## src/rtl/atomic_lock_arbiter.sv

```systemverilog
// Arbitrates atomic-lock acquire/release between the OOO core (index 0) and the
// PPL core (index 1), driving lock_table and keeping every 32-bit word single-owner.
//
// state  | meaning
// S_IDLE | no lock held, no acquire pending
// S_WAIT | acquire blocked by the other core; wcnt counts cycles spent blocked
// S_HELD | lock granted; waiting for rel_req
module atomic_lock_arbiter #(
  parameter int MAX_WAIT = 64
) (
  input  logic        clk,
  input  logic        rst,
  input  logic        ooo_acq_req,
  input  logic [31:0] ooo_acq_addr,
  output logic        ooo_acq_gnt,
  output logic        ooo_acq_fail,
  input  logic        ooo_rel_req,
  output logic        ooo_rel_ack,
  input  logic        ppl_acq_req,
  input  logic [31:0] ppl_acq_addr,
  output logic        ppl_acq_gnt,
  output logic        ppl_acq_fail,
  input  logic        ppl_rel_req,
  output logic        ppl_rel_ack,
  input  logic [32:0] this_address_locked_by_ooo,
  input  logic [32:0] this_address_locked_by_ppl,
  output logic        ooo_lock,
  output logic [31:0] ooo_locked_address,
  output logic        ooo_unlock,
  output logic        ppl_lock,
  output logic [31:0] ppl_locked_address,
  output logic        ppl_unlock
);

  localparam int CW = $clog2(MAX_WAIT + 1);
  localparam logic [1:0] S_IDLE = 2'd0;
  localparam logic [1:0] S_WAIT = 2'd1;
  localparam logic [1:0] S_HELD = 2'd2;

  logic [1:0]    state    [2];
  logic [CW-1:0] wcnt     [2];
  logic [31:0]   laddr    [2];
  logic [31:0]   addr     [2];
  logic [32:0]   entry    [2];
  logic          req      [2];
  logic          rel      [2];
  logic          lock_q   [2];
  logic          unlock_q [2];
  logic          gnt_q    [2];
  logic          fail_q   [2];
  logic          ack_q    [2];
  logic          elig     [2];
  logic          base_cf  [2];
  logic          cf       [2];
  logic          tie;
  logic          rr;
  logic          unused_bits;

  function automatic logic word_eq(input logic [29:0] a, input logic [29:0] b);
    return a == b;
  endfunction

  assign req[0]   = ooo_acq_req;
  assign req[1]   = ppl_acq_req;
  assign rel[0]   = ooo_rel_req;
  assign rel[1]   = ppl_rel_req;
  assign addr[0]  = ooo_acq_addr;
  assign addr[1]  = ppl_acq_addr;
  assign entry[0] = this_address_locked_by_ooo;
  assign entry[1] = this_address_locked_by_ppl;
  assign unused_bits = ^{entry[0][1:0], entry[1][1:0]};

  assign tie = elig[0] && elig[1] && !base_cf[0] && !base_cf[1]
               && word_eq(addr[0][31:2], addr[1][31:2]);

  for (genvar g = 0; g < 2; g++) begin : g_core
    localparam int O = 1 - g;

    assign elig[g] = req[g] && (state[g] != S_HELD);

    // A table entry whose unlock is already in flight no longer blocks, so a
    // waiter can be granted the cycle after the owner leaves HELD.
    assign base_cf[g] =
        (entry[O][32] && !unlock_q[O] && word_eq(entry[O][31:2], addr[g][31:2]))
      || (lock_q[O] && word_eq(laddr[O][31:2], addr[g][31:2]))
      || ((state[O] == S_HELD) && word_eq(laddr[O][31:2], addr[g][31:2]));

    assign cf[g] = base_cf[g] || (tie && (rr == 1'(O)));

    always_ff @(posedge clk) begin
      if (rst) begin
        state[g]    <= S_IDLE;
        wcnt[g]     <= '0;
        laddr[g]    <= '0;
        lock_q[g]   <= 1'b0;
        unlock_q[g] <= 1'b0;
        gnt_q[g]    <= 1'b0;
        fail_q[g]   <= 1'b0;
        ack_q[g]    <= 1'b0;
      end else begin
        lock_q[g]   <= 1'b0;
        unlock_q[g] <= 1'b0;
        gnt_q[g]    <= 1'b0;
        fail_q[g]   <= 1'b0;
        ack_q[g]    <= rel[g];
        case (state[g])
          S_IDLE: begin
            if (req[g]) begin
              if (!cf[g]) begin
                lock_q[g] <= 1'b1;
                gnt_q[g]  <= 1'b1;
                laddr[g]  <= addr[g];
                state[g]  <= S_HELD;
              end else begin
                wcnt[g]  <= CW'(1);
                state[g] <= S_WAIT;
              end
            end
          end
          S_WAIT: begin
            if (!req[g]) begin
              state[g] <= S_IDLE;
            end else if (!cf[g]) begin
              lock_q[g] <= 1'b1;
              gnt_q[g]  <= 1'b1;
              laddr[g]  <= addr[g];
              state[g]  <= S_HELD;
            end else if (wcnt[g] == CW'(MAX_WAIT)) begin
              fail_q[g] <= 1'b1;
              state[g]  <= S_IDLE;
            end else begin
              wcnt[g] <= wcnt[g] + 1'b1;
            end
          end
          S_HELD: begin
            if (rel[g]) begin
              unlock_q[g] <= 1'b1;
              state[g]    <= S_IDLE;
            end
          end
          default: state[g] <= S_IDLE;
        endcase
      end
    end
  end

  // rr names the loser of the most recent same-word tie, so it wins the next one.
  always_ff @(posedge clk) begin
    if (rst) begin
      rr <= 1'b0;
    end else if (tie) begin
      rr <= ~rr;
    end
  end

  assign ooo_acq_gnt        = gnt_q[0];
  assign ooo_acq_fail       = fail_q[0];
  assign ooo_rel_ack        = ack_q[0];
  assign ooo_lock           = lock_q[0];
  assign ooo_locked_address = laddr[0];
  assign ooo_unlock         = unlock_q[0];
  assign ppl_acq_gnt        = gnt_q[1];
  assign ppl_acq_fail       = fail_q[1];
  assign ppl_rel_ack        = ack_q[1];
  assign ppl_lock           = lock_q[1];
  assign ppl_locked_address = laddr[1];
  assign ppl_unlock         = unlock_q[1];

endmodule

```

## config.mk

```make
export PLATFORM = sky130hd
export DESIGN_NAME = atomic_lock_arbiter
export DESIGN_NICKNAME = d
export VERILOG_FILES = /design/src/rtl/atomic_lock_arbiter.sv
export SDC_FILE = /design/constraint.sdc
export NUM_CORES = 1
export LEC_CHECK = 0
export CORE_ASPECT_RATIO = 1.75
export CORE_MARGIN = 3
export CORE_UTILIZATION = 40
export CTS_BUF_LIST = sky130_fd_sc_hd__clkbuf_16
export DETAILED_ROUTE_END_ITERATION = 10
export DONT_BUFFER_PORTS = 1
export PLACE_DENSITY_LB_ADDON = 0.12
export SLEW_MARGIN = 10
export SYNTH_ARGS = -nofsm -noshare
export SYNTH_HDL_FRONTEND = slang
export SYNTH_SLANG_ARGS = --single-unit
```

## constraint.sdc

```tcl
create_clock -name clk -period 4 [get_ports clk]
set_input_delay 0.6 -clock clk [delete_from_list [all_inputs] [get_ports clk]]
set_output_delay 0.6 -clock clk [all_outputs]
set_load 0.01 [all_outputs]
```

## Word level (Yosys, flattened, before mapping)

Memories as Yosys holds them, arrays and structs flattened.
Index checks and enable logic that the tools add are counted.

| cells by class | value |
|---|---|
| add/sub/neg operators | 2 |
| eq/ne operators | 13 |
| mux-type cells | 119 |
| bitwise operators | 45 |
| reduce and logical (&&, ||, !) cells | 30 |

Operators by type and width:

| cell | number |
|---|---|
| 30-bit == test | 5 |
| 32-bit two-way mux | 4 |
| 1-bit two-way mux | 97 |
| 1-bit OR | 44 |
| 2-bit two-way mux | 14 |
| 7-bit two-way mux | 4 |
| 1-bit logical AND | 16 |
| 7-bit by 1-bit adder with 7-bit output (second input constant) | 2 |
| 7-bit == test (second input constant) | 2 |
| 1-bit logical OR | 6 |
| 3-bit OR reduction | 2 |
| 2-bit by 1-bit == test with 1-bit output (second input constant) | 2 |
| 2-bit == test (second input constant) | 2 |
| 1-bit zero test | 4 |
| 2-bit zero test | 2 |
| 2-bit != test (second input constant) | 2 |
| 1-bit inverter | 1 |

| storage, ports and cells | value |
|---|---|
| bits in registers | 1 |
| RAM bits | 92 |
| input bits | 136 |
| output and inout port bits | 74 |
| memories kept | 8 |

Memory list:

| memory | words | width | read ports | clocked after Yosys merged registers in | wr ports | line | RTL |
|---|---|---|---|---|---|---|---|
| laddr | 2 | 32 | 2 | 0 | 2 | 42 | `logic [31:0] laddr [2];` |
| wcnt | 2 | 7 | 2 | 0 | 2 | 41 | `logic [CW-1:0] wcnt [2];` |
| state | 2 | 2 | 2 | 0 | 2 | 40 | `logic [1:0] state [2];` |
| ack_q | 2 | 1 | 2 | 0 | 2 | 51 | `logic ack_q [2];` |
| fail_q | 2 | 1 | 2 | 0 | 2 | 50 | `logic fail_q [2];` |
| gnt_q | 2 | 1 | 2 | 0 | 2 | 49 | `logic gnt_q [2];` |
| +2 memories | -- | -- | -- | -- | -- | -- |  |

## Longest topological paths before layout

| depth | value |
|---|---|
| depth in word-level cells | 23 |
| depth in mapped cells | 7 |
| depth with buffers taken out | 6 |

## Worst setup path before layout

No wires, ideal clock.

| path | value |
|---|---|
| kind | in2reg |
| start | input ppl_acq_addr[22] |
| end | memory laddr[0][0] (enable) |
| library setup time | 0.428 ns |
| arrival time | 3.573 ns |
| path slack | -0.001 ns |
| stages on the path | 7 |
| buffers on the path | 1 |
| path through | xnor2_1 nand4_1 or4_1 o22ai_4 o31ai_4 buf_2 o21bai_1 |

RTL lines:

| what | line | RTL |
|---|---|---|
| start: declaration | 20 | `input logic [31:0] ppl_acq_addr,` |
| end: declaration | 42 |  |

==> impl_metrics.prom <==
# TYPE chip_impl_metric gauge
chip_impl_info{name="yosysTopAreaCell",value="sky130_fd_sc_hd__edfxtp_1"} 1
chip_impl_metric{name="grt_remaining_overflow",unit=""} 0
chip_impl_metric{name="dp_hpwl",unit="um"} 14800
chip_impl_metric{name="whs_path_depth",unit=""} 1
chip_impl_metric{name="post_synth_instance_area",unit="um^2"} 5600
chip_impl_metric{name="routed-via-count",unit=""} 3856
chip_impl_metric{name="final_cell_count_no_fill",unit=""} 688
chip_impl_metric{name="synth.ff_latch_count",unit=""} 91
chip_impl_metric{name="maxCapViolations",unit=""} 0
chip_impl_metric{name="ys_async_sr_fraction",unit=""} 0
chip_impl_info{name="setup.worst_path.start_class",value="register"} 1
chip_impl_info{name="setup_repair_after_global_routing_missed_its_margin",value="false"} 1
chip_impl_metric{name="die_w",unit="um"} 95.4
chip_impl_metric{name="synth_top_cell_area_share",unit=""} 0.456
chip_impl_info{name="netlist_top_cells_area",value="sky130_fd_sc_hd__edfxtp_1 46%, sky130_fd_sc_hd__xor2_1 20%, sky130_fd_sc_hd__xnor2_1 5.2%, sky130_fd_sc_hd__nor3_1 3.8%, sky130_fd_sc_hd__and2_1 3.8%"} 1
chip_impl_metric{name="critical-path-max-stage-delay",unit="ps"} 590
chip_impl_metric{name="crit_path_max_fanout",unit=""} 20
chip_impl_metric{name="setup_ws",unit="ps"} 984
chip_impl_metric{name="syn_inst",unit=""} 504
chip_impl_metric{name="layout.cell_area.non_filler",unit="um^2"} 6060
chip_impl_metric{name="totalNegativeSetupSlack",unit="ps"} 0
chip_impl_metric{name="detailed_place.area",unit="um^2"} 5790
chip_impl_metric{name="dr.first_iter.drc_count",unit=""} 276
chip_impl_metric{name="initial_antenna_violation_count",unit=""} 0
chip_impl_info{name="timing.critical_path.max_delay_family",value="compound AO/OA/AOI/OAI gates"} 1
chip_impl_metric{name="power_per_cell_area",unit="nW/um^2"} 379
chip_impl_info{name="hold_class",value="in2reg"} 1
chip_impl_metric{name="rrSetupSlack",unit="ps"} 980
chip_impl_metric{name="final_net_count",unit=""} 649
chip_impl_metric{name="fmax",unit="GHz"} 0.332
chip_impl_metric{name="n_antenna_cell",unit=""} 0
chip_impl_metric{name="top_level_ports",unit=""} 210
chip_impl_metric{name="tritoncts_sink_count",unit=""} 91
chip_impl_metric{name="worst-endpoint-arrival",unit="ps"} 3030
chip_impl_metric{name="via_count_of_the_first_global_routing_pass",unit=""} 4087
chip_impl_metric{name="pre_cts_setup_slack",unit="ps"} 807
chip_impl_metric{name="synth_edf_count",unit=""} 85
chip_impl_metric{name="finalHoldViolations",unit=""} 0
chip_impl_info{name="critPathSlowestCell",value="sky130_fd_sc_hd__or4_1"} 1
chip_impl_metric{name="final_count_of_pins_violating_max_slew",unit=""} 0
chip_impl_metric{name="static-leakage-power",unit="uW"} 0.00231
chip_impl_metric{name="ys.warnings.count",unit=""} 0
chip_impl_metric{name="path_buf_inv",unit=""} 1
chip_impl_info{name="worstPathCellList",value="nor2b_1, o211ai_1, or4_1, o22ai_4, o31ai_4, o21bai_4, buf_4"} 1
chip_impl_metric{name="firstDrtPassIters",unit=""} 6
chip_impl_metric{name="routed_via_density",unit=""} 5.60
chip_impl_metric{name="wire_per_inst",unit="um"} 26.8
chip_impl_info{name="worstReg2RegEnd",value="laddr[0][23]"} 1
chip_impl_metric{name="placementRows",unit=""} 56
chip_impl_metric{name="period_share",unit=""} 0.754
chip_impl_metric{name="worst_max_slew_pin_slew",unit="ps"} 817
chip_impl_info{name="postSynth.topFlopCell",value="sky130_fd_sc_hd__edfxtp_1"} 1
chip_impl_metric{name="reg2reg_depth",unit=""} 7
chip_impl_metric{name="floorplan.core_area",unit="um^2"} 13500
chip_impl_metric{name="postCtsHoldBufs",unit=""} 0
chip_impl_metric{name="cts.repair_timing.setup_buffer_count",unit=""} 0
chip_impl_metric{name="grt_pass1_wl",unit="um"} 26300
chip_impl_metric{name="gr-usage-all-layers",unit=""} 0.238
chip_impl_metric{name="remaining_drc_errors",unit=""} 0
chip_impl_metric{name="synth_seq_area_share",unit=""} 0.478
chip_impl_info{name="cts_tree",value="built"} 1
chip_impl_info{name="timing.critical_path.to_type",value="register"} 1
chip_impl_metric{name="relSlewSlack",unit=""} 0.450
chip_impl_metric{name="synth_area_per_cell",unit="um^2"} 11.1
chip_impl_metric{name="routed_wirelength",unit="um"} 18400
chip_impl_metric{name="insertion_delay",unit="ps"} 340
chip_impl_metric{name="peakVddDrop",unit="mV"} 0.208
chip_impl_info{name="outcome",value="completed"} 1
chip_impl_metric{name="placed_cells",unit=""} 672
chip_impl_metric{name="area_delta_synth_final",unit="%"} 8.36
chip_impl_info{name="synthMostInstantiatedCell",value="sky130_fd_sc_hd__xor2_1"} 1
chip_impl_metric{name="critical_path_required_time",unit="ps"} 4010
chip_impl_metric{name="die_y",unit="um"} 162
chip_impl_info{name="worst_hold_path.endpoint",value="rr"} 1
chip_impl_metric{name="tritoncts.num_buffers",unit=""} 9
chip_impl_metric{name="final.fill_count",unit=""} 1293
chip_impl_metric{name="clock_skew",unit="ps"} 9.63
chip_impl_metric{name="ctsResizeCount",unit=""} 0
chip_impl_metric{name="final_antenna_net_count",unit=""} 0
chip_impl_metric{name="setup-violations-final",unit=""} 0
chip_impl_metric{name="finalCriticalPeriod",unit="ps"} 3020
chip_impl_metric{name="port_buffers",unit=""} 0
chip_impl_metric{name="die-area",unit="um^2"} 15500
chip_impl_metric{name="effective_utilization_at_floorplan",unit=""} 0.414
chip_impl_info{name="post_synth_most_frequent_cells",value="127 x sky130_fd_sc_hd__xor2_1, 85 x sky130_fd_sc_hd__edfxtp_1, 43 x sky130_fd_sc_hd__nor3_1, 38 x sky130_fd_sc_hd__inv_1, 34 x sky130_fd_sc_hd__and2_1"} 1
chip_impl_info{name="worst_hold_startpoint",value="rst"} 1
chip_impl_metric{name="max-clock-path-buffers",unit=""} 2
chip_impl_info{name="critical_path.reg2reg.startpoint",value="state[0][0]"} 1
chip_impl_metric{name="cts_htree_levels",unit=""} 3
chip_impl_metric{name="largest_net_degree_at_the_start_of_global_routing",unit=""} 38
chip_impl_metric{name="yosys.cell_types.count",unit=""} 49
chip_impl_metric{name="final_layout_size_suffix_gt1_frac",unit=""} 0.0623
chip_impl_metric{name="holdWs",unit="ps"} 335
chip_impl_info{name="timing.setup.critical_path_class",value="reg2reg"} 1
chip_impl_metric{name="clkSlewWorstSetupHoldPaths",unit="ps"} 70
chip_impl_metric{name="gpl.final_weighted_congestion",unit=""} 0.806
chip_impl_info{name="clock_tree.root_cell",value="sky130_fd_sc_hd__clkbuf_16"} 1
cell families (layout without fill, tap and decap cells):
| family | count (synthesis) | after routing | synth area share |
|---|---|---|---|
| XOR/XNOR | 160 | 160 | 0.250 |
| adder cells (fa/ha/maj) | 4 | 4 | 0.00894 |
| other | 1 | 3 | 0.000670 |
| buffers and inverters | 53 | 61 | 0.0418 |
| flip-flops | 91 | 91 | 0.478 |
| AO/OA/AOI/OAI | 24 | 24 | 0.0400 |
| AND/OR/NAND/NOR | 171 | 171 | 0.180 |
area by class of cell:
class | instances | area [um^2] | share of cell area
multi-input combinational | 362 | 2710 | 0.447
inverter | 38 | 143 | 0.0235
timing repair buffer | 7 | 52.6 | 0.00867
clock inverter | 7 | 45.0 | 0.00743
tap | 174 | 218 | 0.0359
sequential | 91 | 2670 | 0.441
clock buffer | 9 | 225 | 0.0371
worst max-delay path by stage:
stage / start / endpoint / slack (ps) / cells past startpoint
floorplan: ppl_acq_addr[22] / laddr[0][0] / 680 / 7
global placement: ooo_acq_addr[13] / laddr[0][31] / 850 / 7
CTS: state[0][0] / laddr[0][4] / 880 / 7
global route: state[0][0] / laddr[0][23] / 800 / 7
detailed placement: ooo_acq_addr[13] / laddr[0][19] / 810 / 7
finish: state[0][0] / laddr[0][23] / 980 / 7
layout by cell type (no fill, tap or decap), types with 3 or more instances in the layout:
master | Yosys | routed
sky130_fd_sc_hd__xor2_1 | 127 | 127
sky130_fd_sc_hd__edfxtp_1 | 85 | 85
sky130_fd_sc_hd__nor3_1 | 43 | 43
sky130_fd_sc_hd__inv_1 | 38 | 39
sky130_fd_sc_hd__and2_1 | 34 | 34
sky130_fd_sc_hd__xnor2_1 | 33 | 33
sky130_fd_sc_hd__nor4_1 | 33 | 33
sky130_fd_sc_hd__nand4_1 | 14 | 14
sky130_fd_sc_hd__and3_1 | 11 | 11
sky130_fd_sc_hd__clkbuf_16 | 0 | 9
sky130_fd_sc_hd__buf_4 | 2 | 7
sky130_fd_sc_hd__dfxtp_1 | 6 | 6
sky130_fd_sc_hd__nor2b_1 | 5 | 5
sky130_fd_sc_hd__nand3_1 | 5 | 5
sky130_fd_sc_hd__nand2_1 | 5 | 5
sky130_fd_sc_hd__nor2_1 | 5 | 5
sky130_fd_sc_hd__nand2b_1 | 4 | 4
sky130_fd_sc_hd__ha_1 | 4 | 4
sky130_fd_sc_hd__a21oi_1 | 3 | 3
sky130_fd_sc_hd__conb_1 | 1 | 3
registers in the layout, indices dropped and copies added, names as in the netlist:
register  flops
laddr        64
wcnt         14
state         4
ack_q         2
fail_q        2
unlock_q      2
gnt_q         1
lock_q        1
rr            1
report_power, final:
part	switching [uW]	internal, uW
Sequential	96.0	1120
Combinational	160	125
Clock	376	419
Total	632	1670
layer usage:
| metal | wire length [um] | GRT usage | up-vias |
|---|---|---|---|
| li1 | - | - | 1766 |
| met1 | 6290 | 0.259 | 1872 |
| met2 | 9860 | 0.425 | 189 |
| met3 | 1440 | 0.0592 | 29 |
| met4 | 861 | 0.112 | 0 |
| met5 | 0 | 0 | - |
per-stage QoR:
step | util | power [uW]
floorplan | - | 1420
global placement | 0.428 | 1530
detailed placement | 0.428 | 1530
CTS | 0.448 | 2320
global route | 0.448 | 2380
finish | 0.448 | 2300
(Power assumes the default switching activity.)
